## config.mk

```make
export PLATFORM = sky130hd
export DESIGN_NAME = fp_sub_correct_flat
export DESIGN_NICKNAME = d
export VERILOG_FILES = /design/src/rtl/fp_sub_correct_if.sv /design/src/rtl/fp_sub_correct.sv /design/src/flat_wrapper.sv
export SDC_FILE = /design/constraint.sdc
export NUM_CORES = 1
export LEC_CHECK = 0
export ABC_CLOCK_PERIOD_IN_PS = 6000
export CELL_PAD_IN_SITES_DETAIL_PLACEMENT = 1
export CELL_PAD_IN_SITES_GLOBAL_PLACEMENT = 2
export CORE_MARGIN = 10
export CORE_UTILIZATION = 45
export DETAILED_ROUTE_END_ITERATION = 8
export GPL_TIMING_DRIVEN = 0
export PLACE_DENSITY = 0.81
export SLEW_MARGIN = 20
export SYNTH_ARGS = -nofsm -noshare
export SYNTH_HDL_FRONTEND = slang
export SYNTH_SLANG_ARGS = --single-unit
```

## constraint.sdc

```tcl
create_clock -name clk -period 6 [get_ports clk]
set_input_delay 0.6 -clock clk [delete_from_list [all_inputs] [get_ports clk]]
set_output_delay 0.6 -clock clk [all_outputs]
set_load 0.1 [all_outputs]
```

## src/rtl/fp_sub_correct_if.sv

```systemverilog
// fp_sub_correct_if: digit stream, flag capture and ROM bus around the correction stage
interface fp_sub_correct_if #(
  parameter int RADIX  = 32,
  parameter int DIGITS = 14
);
  localparam int AW = $clog2(DIGITS);
  logic             start;
  logic             digit_in_valid;
  logic [RADIX-1:0] digit_in;
  logic             sub_done;
  logic             sub_flag;
  logic             sub_carry;
  logic [AW-1:0]    const_addr;
  logic [RADIX-1:0] const_digit;
  logic             digit_out_valid;
  logic [RADIX-1:0] digit_out;
  logic             carry_out;
  logic             flag_out;
  logic             sub_carry_out;
  logic             err;
  logic             done;
  modport slave (
    input  start, digit_in_valid, digit_in, sub_done, sub_flag, sub_carry, const_digit,
    output const_addr, digit_out_valid, digit_out, carry_out, flag_out, sub_carry_out, err, done
  );
  modport master (
    output start, digit_in_valid, digit_in, sub_done, sub_flag, sub_carry, const_digit,
    input  const_addr, digit_out_valid, digit_out, carry_out, flag_out, sub_carry_out, err, done
  );
endinterface

```

## src/rtl/fp_sub_correct.sv

```systemverilog
// fp_sub_correct: buffers a digit-serial difference and re-streams it minus the modulus when flagged
module fp_sub_correct #(
  parameter int RADIX  = 32,
  parameter int DIGITS = 14
) (
  input logic              clk,
  input logic              rst,
  fp_sub_correct_if.slave  bus
);
  localparam int CW = $clog2(DIGITS + 1);
  localparam int AW = $clog2(DIGITS);
  typedef enum logic [2:0] {IDLE, LOAD, PRE, EMIT, FIN} state_t;
  state_t           state_q, state_d;
  logic [CW-1:0]    wr_cnt_q, rd_cnt_q;
  logic [RADIX-1:0] mem_q [DIGITS];
  logic             borrow_q, flag_q, carry_q, flag_seen_q;
  logic [AW-1:0]    const_addr_q;
  logic [RADIX-1:0] digit_out_q;
  logic             digit_out_valid_q, carry_out_q, flag_out_q, sub_carry_out_q, err_q, done_q;
  logic [RADIX:0]   diff;
  logic             go, wr, cap, last;
  // Decode events, next state and the borrow-propagating digit subtraction
  always_comb begin
    go      = state_q == IDLE && bus.start;
    wr      = state_q == LOAD && bus.digit_in_valid && wr_cnt_q < CW'(DIGITS);
    cap     = (state_q == LOAD || state_q == PRE) && bus.sub_done && !flag_seen_q;
    last    = rd_cnt_q == CW'(DIGITS - 1);
    diff    = {1'b0, mem_q[AW'(rd_cnt_q)]} - {1'b0, bus.const_digit & {RADIX{flag_q}}}
              - {{RADIX{1'b0}}, borrow_q};
    state_d = go ? LOAD :
              (state_q == LOAD && wr_cnt_q == CW'(DIGITS) && flag_seen_q) ? PRE :
              state_q == PRE ? EMIT :
              (state_q == EMIT && last) ? FIN :
              state_q == FIN ? IDLE : state_q;
  end
  // Digit buffer; contents are always rewritten before being read, so no reset
  always_ff @(posedge clk) begin
    if (wr) mem_q[AW'(wr_cnt_q)] <= bus.digit_in;
  end
  // Control, capture and output registers
  always_ff @(posedge clk or negedge rst) begin
    if (!rst) begin
      state_q           <= IDLE;
      wr_cnt_q          <= '0;
      rd_cnt_q          <= '0;
      borrow_q          <= 1'b0;
      flag_q            <= 1'b0;
      carry_q           <= 1'b0;
      flag_seen_q       <= 1'b0;
      const_addr_q      <= '0;
      digit_out_q       <= '0;
      digit_out_valid_q <= 1'b0;
      carry_out_q       <= 1'b0;
      flag_out_q        <= 1'b0;
      sub_carry_out_q   <= 1'b0;
      err_q             <= 1'b0;
      done_q            <= 1'b0;
    end else begin
      state_q           <= state_d;
      digit_out_valid_q <= state_q == EMIT;
      done_q            <= state_q == FIN;
      if (go) begin
        wr_cnt_q        <= '0;
        rd_cnt_q        <= '0;
        borrow_q        <= 1'b0;
        flag_q          <= 1'b0;
        carry_q         <= 1'b0;
        flag_seen_q     <= 1'b0;
        err_q           <= 1'b0;
        carry_out_q     <= 1'b0;
        flag_out_q      <= 1'b0;
        sub_carry_out_q <= 1'b0;
      end
      if (wr) wr_cnt_q <= wr_cnt_q + 1'b1;
      if (state_q == LOAD && bus.digit_in_valid && !wr) err_q <= 1'b1;
      if (cap) begin
        flag_q      <= bus.sub_flag;
        carry_q     <= bus.sub_carry;
        flag_seen_q <= 1'b1;
      end
      if (state_q == PRE) const_addr_q <= '0;
      if (state_q == EMIT) begin
        if (!last) const_addr_q <= AW'(rd_cnt_q + 1'b1);
        digit_out_q <= diff[RADIX-1:0];
        borrow_q    <= diff[RADIX];
        rd_cnt_q    <= rd_cnt_q + 1'b1;
      end
      if (state_q == FIN) begin
        carry_out_q     <= borrow_q;
        flag_out_q      <= flag_q;
        sub_carry_out_q <= carry_q;
      end
    end
  end
  assign bus.const_addr      = const_addr_q;
  assign bus.digit_out_valid = digit_out_valid_q;
  assign bus.digit_out       = digit_out_q;
  assign bus.carry_out       = carry_out_q;
  assign bus.flag_out        = flag_out_q;
  assign bus.sub_carry_out   = sub_carry_out_q;
  assign bus.err             = err_q;
  assign bus.done            = done_q;
endmodule

```

## src/flat_wrapper.sv

```systemverilog
// flat-port wrapper written by rule: the top's interface ports become plain ports
module fp_sub_correct_flat 
#(
  parameter int RADIX  = 32,
  parameter int DIGITS = 14
)
  (clk, rst, bus_start, bus_digit_in_valid, bus_digit_in, bus_sub_done, bus_sub_flag, bus_sub_carry, bus_const_digit, bus_const_addr, bus_digit_out_valid, bus_digit_out, bus_carry_out, bus_flag_out, bus_sub_carry_out, bus_err, bus_done);
  fp_sub_correct_if #(.RADIX(RADIX), .DIGITS(DIGITS)) bus_i ();
  input logic clk;
  input logic rst;
  input wire logic [$bits(bus_i.start)-1:0] bus_start;
  input wire logic [$bits(bus_i.digit_in_valid)-1:0] bus_digit_in_valid;
  input wire logic [$bits(bus_i.digit_in)-1:0] bus_digit_in;
  input wire logic [$bits(bus_i.sub_done)-1:0] bus_sub_done;
  input wire logic [$bits(bus_i.sub_flag)-1:0] bus_sub_flag;
  input wire logic [$bits(bus_i.sub_carry)-1:0] bus_sub_carry;
  input wire logic [$bits(bus_i.const_digit)-1:0] bus_const_digit;
  output wire logic [$bits(bus_i.const_addr)-1:0] bus_const_addr;
  output wire logic [$bits(bus_i.digit_out_valid)-1:0] bus_digit_out_valid;
  output wire logic [$bits(bus_i.digit_out)-1:0] bus_digit_out;
  output wire logic [$bits(bus_i.carry_out)-1:0] bus_carry_out;
  output wire logic [$bits(bus_i.flag_out)-1:0] bus_flag_out;
  output wire logic [$bits(bus_i.sub_carry_out)-1:0] bus_sub_carry_out;
  output wire logic [$bits(bus_i.err)-1:0] bus_err;
  output wire logic [$bits(bus_i.done)-1:0] bus_done;
  assign bus_i.start = bus_start;
  assign bus_i.digit_in_valid = bus_digit_in_valid;
  assign bus_i.digit_in = bus_digit_in;
  assign bus_i.sub_done = bus_sub_done;
  assign bus_i.sub_flag = bus_sub_flag;
  assign bus_i.sub_carry = bus_sub_carry;
  assign bus_i.const_digit = bus_const_digit;
  assign bus_const_addr = bus_i.const_addr;
  assign bus_digit_out_valid = bus_i.digit_out_valid;
  assign bus_digit_out = bus_i.digit_out;
  assign bus_carry_out = bus_i.carry_out;
  assign bus_flag_out = bus_i.flag_out;
  assign bus_sub_carry_out = bus_i.sub_carry_out;
  assign bus_err = bus_i.err;
  assign bus_done = bus_i.done;
  fp_sub_correct #(.RADIX(RADIX), .DIGITS(DIGITS)) u_core (.clk(clk), .rst(rst), .bus(bus_i));
endmodule
```

### Word-level counts from Yosys, hierarchy flattened

Memories as Yosys holds them, arrays and structs flattened.
Index checks and enable logic that the tools add are counted.

* bits in latches: 0
* bits in writable memories: 448
* memories: 1
* register bits: 57
* ROM bits: 0
* output and inout bits: 42

* $add $sub $neg: 4
* reductions and logical operators: 19
* muxes and demuxes: 22
* bitwise operators: 1
* equality and inequality tests: 6
* divide/modulo/power cells: 0
* $lt $le $gt $ge: 1
* shifts and indexed selects: 0
* multipliers: 0

Memory list
* u_core.mem_q: words 14, bits a word 32, rd ports 1, clocked after Yosys merged registers in 0, write ports 1, RTL line fp_sub_correct.sv:15 `logic [RADIX-1:0] mem_q [DIGITS];`

Operators by type and width (number)
* $sub 32x32->33: 1
* $sub 33x1->33: 1
* $and 32x32->32: 1
* $mux 4: 6
* $mux 3: 5
* $mux 1: 11
* $reduce_bool 2->1: 5
* $logic_and 1x1->1: 9
* $add 4x1->4 const B: 2
* $eq 4x4->1 const B: 2
* $eq 3x2->1 const B: 2
* $reduce_bool 5->1: 1
* $lt 4x4->1 const B: 1
* $eq 3x1->1 const B: 1
* $eq 3x3->1 const B: 1
* $logic_not 3->1: 1
* $logic_not 1->1: 2
* $logic_or 1x1->1: 1

### Depth between registers and ports, before layout

* depth in word-level cells: 6
* depth in mapped cells: 19
* depth with buffers taken out: 16

### Least setup slack after synthesis

Ideal clock, no wire load.

* path type: reg-to-reg
* from: register u_core.rd_cnt_q[0]
* to: register u_core.borrow_q
* data arrival time: 4.702 ns
* period minus slack after synthesis: 4.833 ns
* setup time: 0.131 ns
* setup slack: 1.167 ns
* cell stages (with the launch flop): 20
* cell sequence: dfrtp_1 -> clkbuf_1 -> clkbuf_1 -> buf_1 -> mux4_2 -> mux2i_1 -> nor2_1 -> a21oi_1 -> fa_1 -> inv_1 -> fa_1 -> nand2b_1 -> a21oi_1 -> o21ai_1 -> a311oi_1 -> o31a_1 -> o211ai_1 -> a31oi_1 -> a211o_1 -> o211ai_1

* word-level cells in the longest chain between the ends: 4

Ends and longest elaborated chain
* start, declared: RTL line fp_sub_correct.sv:14 `logic [CW-1:0] wr_cnt_q, rd_cnt_q;`
* start signal, assigned: RTL line fp_sub_correct.sv:86 `rd_cnt_q <= rd_cnt_q + 1'b1;`
* $mem_v2 14x32
* $sub 32x32->33: RTL line fp_sub_correct.sv:28 `diff = {1'b0, mem_q[AW'(rd_cnt_q)]} - {1'b0, bus.const_digit & {RADIX{flag_q}}}`
* $sub 33x1->33: RTL line fp_sub_correct.sv:29 `- {{RADIX{1'b0}}, borrow_q};`
* $mux 1: RTL line fp_sub_correct.sv:82 `if (state_q == EMIT) begin`
* end signal, assigned: RTL line fp_sub_correct.sv:85 `borrow_q <= diff[RADIX];`
* end, declared: RTL line fp_sub_correct.sv:16 `logic borrow_q, flag_q, carry_q, flag_seen_q;`

Every way passes these cells.
A chain may end at the register's enable or synchronous reset.

### Final worst setup path

Ends and elaborated chain as after synthesis.

==> impl_metrics.env <==
export IMPL_nFillCells=4488
export IMPL_clk_latency_ps=610
export IMPL_clock_sinks=505
export IMPL_status="completed"
export IMPL_mostFrequentLayoutCells="edfxtp_1 (448), clkdlybuf4s50_1 (111), mux4_2 (96)"
export IMPL_fmax_mhz=176
export IMPL_layout_commonest_cell="edfxtp_1"
export IMPL_p_leak_nw=9.09
export IMPL_die_area_mm2=0.0578
export IMPL_cts_buffer_depth=3
export IMPL_synth_area_mm2=0.0218
export IMPL_synth_xor_xnor_area_share=0.0120
export IMPL_synthArstFlopShare=0.113
export IMPL_syn_num_nets=1512
export IMPL_dp_hpwl_mm=40.1
export IMPL_ioPinCount=113
export IMPL_avgViaCountPerCell=5.62
export IMPL_drive_above_1_share=0.143
export IMPL_synthAdderAreaFrac=0.0396
export IMPL_finalWirelength_mm=56.9
export IMPL_worst_slew_pin_slew_ps=1000
export IMPL_path_clk_slew_ps=60
export IMPL_syn_avg_cell_area_um2=15.9
export IMPL_finalHoldViolations=0
export IMPL_fin_area_mm2=0.0260
export IMPL_grt_overflow=0
export IMPL_syn_inst=1373
export IMPL_grt_use_total=0.200
export IMPL_crit_chain="clkbuf_1 > buf_2 > clkbuf_4 > mux4_2 > mux2i_1 > nor2_1 > a21oi_2 > fa_1 > inv_1 > fa_1 > nand2b_1 > a21oi_1 > o21ai_1 > a311oi_2 > o31a_1 > o211ai_1 > a31oi_2 > a211o_1 > o211ai_1"
export IMPL_cpMaxStageDelayCell="mux4_2"
export IMPL_cp_start_kind="flip-flop"
export IMPL_slowest_delay_ps=520
export IMPL_grt_pass1_vias=13679
export IMPL_fin_crit_ps=5690
export IMPL_synth_compound_area_frac=0.0588
export IMPL_drc=0
export IMPL_start_util=0.457
export IMPL_h_tree_depth=2
export IMPL_worst_endpoint_arrival_ps=6150
export IMPL_crit_fanout=10
export IMPL_synth_simple_area_share=0.0537
export IMPL_yosysWarnings=0
export IMPL_syn2layout_area_growth_pct=18.8
export IMPL_grt_max_degree=50
export IMPL_timing_final_crit_share=0.949
export IMPL_grt_first_pass_wirelength_mm=85.6
export IMPL_cts_tree="built"
export IMPL_skew_ps=27.4
export IMPL_tns_ps=0
export IMPL_cts_made_buffers=51
export IMPL_yosysUniqueCellTypes=54
export IMPL_rsz0062_at_grt="no"
export IMPL_crit_path_end_kind="flip-flop"
export IMPL_synthMuxAreaShare=0.130
export IMPL_routabilityCongestion=0.825
export IMPL_die_y_um=240
export IMPL_firstDrtPassIters=5
export IMPL_drtAntennaViolNets=0
export IMPL_port_buffer_count=112
export IMPL_postPlaceCellArea_mm2=0.0242
export IMPL_floorplan_rows=80
export IMPL_seq_area_frac_synth=0.681
export IMPL_ir_drop_uv=236
export IMPL_worstPathRequired_ps=6460
export IMPL_wl_per_cell_um=25.6
export IMPL_drv_cap=0
export IMPL_powerDensity_mw_per_mm2=604
export IMPL_path_class="flip-flop to flip-flop"
export IMPL_cts_setup_buffers=0
export IMPL_maxSlewHeadroom=0.328
export IMPL_layout_nets=1700
export IMPL_synth_seq_cells=505
export IMPL_synth_top_family_by_area="multiplexers"
export IMPL_fp_dieW_um=240
export IMPL_cts_root_buf="clkbuf_16"
export IMPL_drt_iter0_markers=951
export IMPL_synth_edf_count=448
export IMPL_antenna_found_initial=2
export IMPL_coreArea_mm2=0.0478
export IMPL_synth_flop_cell="edfxtp_1"
export IMPL_setup_viol=0
export IMPL_maxSlewViolCount=0
export IMPL_hold_path_class="input pin to asynchronous set/reset pin"
export IMPL_vias=12478
==> worst max-delay path, delay by kind of cell, from the launching register on <==
kind	cells	cell delay, ps
AOI/OAI and AO/OA	9	2340
buffers and inverters	4	1100
muxes	2	730
adders and majority gates	2	730
DFF	1	380
and+or+nand+nor	2	270
==> metal layers <==
metal | track usage | wire length [um]
met1 | 0.248 | 23400
met3 | 0.0401 | 3340
met4 | 0.0525 | 1160
met2 | 0.352 | 29000
met5 | 0 | 11
==> synthesized netlist by cell type (all sizes together), types with 2 or more instances <==
cell / count / area, um^2
a211oi: 4 / 30.0
a21o: 21 / 158
a21oi: 93 / 465
a22o: 8 / 70.1
a311oi: 2 / 17.5
a31oi: 4 / 25.0
and2: 45 / 282
and3: 4 / 25.0
buf: 28 / 113
clkbuf: 41 / 154
dfrtp: 57 / 1430
edfxtp: 448 / 13500
fa: 2 / 40.0
ha: 66 / 826
inv: 74 / 278
mux2i: 66 / 661
mux4: 96 / 2160
nand2: 62 / 233
nand2b: 6 / 37.5
nand3: 18 / 90.1
nand3b: 2 / 15.0
nand4: 9 / 56.3
nor2: 84 / 315
nor2b: 3 / 18.8
nor3: 5 / 25.0
nor3b: 3 / 22.5
o211ai: 4 / 30.0
o21a: 2 / 15.0
o21ai: 53 / 269
o21bai: 5 / 37.5
o22ai: 3 / 18.8
o31a: 4 / 35.0
o31ai: 3 / 22.5
o41ai: 2 / 17.5
or3: 2 / 12.5
or4: 2 / 15.0
xnor2: 13 / 114
xor2: 17 / 149
==> path summary, 6_finish.rpt <==
check,start,to,slack [ps],cells after the start
setup reg to reg,u_core.rd_cnt_q[0],u_core.borrow_q,310,19
setup / recovery,u_core.rd_cnt_q[0],u_core.borrow_q,310,19
min in group clk,u_core.bus.digit_out[12],u_core.bus.digit_out[12],490,2
hold / removal,rst,u_core.bus.digit_out[7],370,2
hold reg to reg,u_core.bus.digit_out[12],u_core.bus.digit_out[12],490,2
max in group asynchronous,rst,u_core.state_q[1],5110,3
==> stage by stage <==
step	worst slack, ps	hold WS, ps	instances	utilization	power (W)
global placement	-994	466	2100	0.496	0.0122
detailed placement	-926	448	2122	0.505	0.0124
global route	15.3	360	2219	0.543	0.0167
finish	308	371	2219	0.543	0.0157
floorplan	1170	304	1373	-	0.0102
CTS	68.2	346	2217	0.542	0.0158
==> power by group <==
group | switching (W) | internal [W] | total [W] | leakage (nW)
clock network | 0.00136 | 0.00190 | 0.00325 | 0.820
registers | 0.000172 | 0.00426 | 0.00443 | 4.74
logic | 0.00508 | 0.00291 | 0.00799 | 3.52
==> repair_timing <==
item	4_1_cts	5_1_grt
setup endpoints to repair	23	9
endpoints found under the hold margin	8	0
hold buffers	1	0
resized for setup	26	18
pin swaps	0	0
==> flip-flops by register name (all words and copies together), names as in the netlist, 3 cells and up <==
register               count
u_core.rd_cnt_q            4
u_core.wr_cnt_q            4
u_core.bus.const_addr      4
u_core.state_q             3
u_core.mem_q             448
u_core.bus.digit_out      32
==> logic make-up after synthesis <==
family,count (synthesis)
flops,505
simple gates,248
compound gates,216
mux,163
buf+inv,143
fa+ha+maj,68
xor+xnor,30
==> layout make-up <==
class,count,area [um^2],area share
Multi-Input combinational cell,725,6480,0.250
Inverter,74,278,0.0107
Timing Repair Buffer,136,1560,0.0602
Sequential cell,505,14900,0.573
Clock buffer,62,1340,0.0516
Antenna cell,1,2.50,0.0000964
Clock inverter,33,362,0.0139
Buffer,68,288,0.0111
Tap cell,615,769,0.0296
Power figures use the tool's default switching activity.
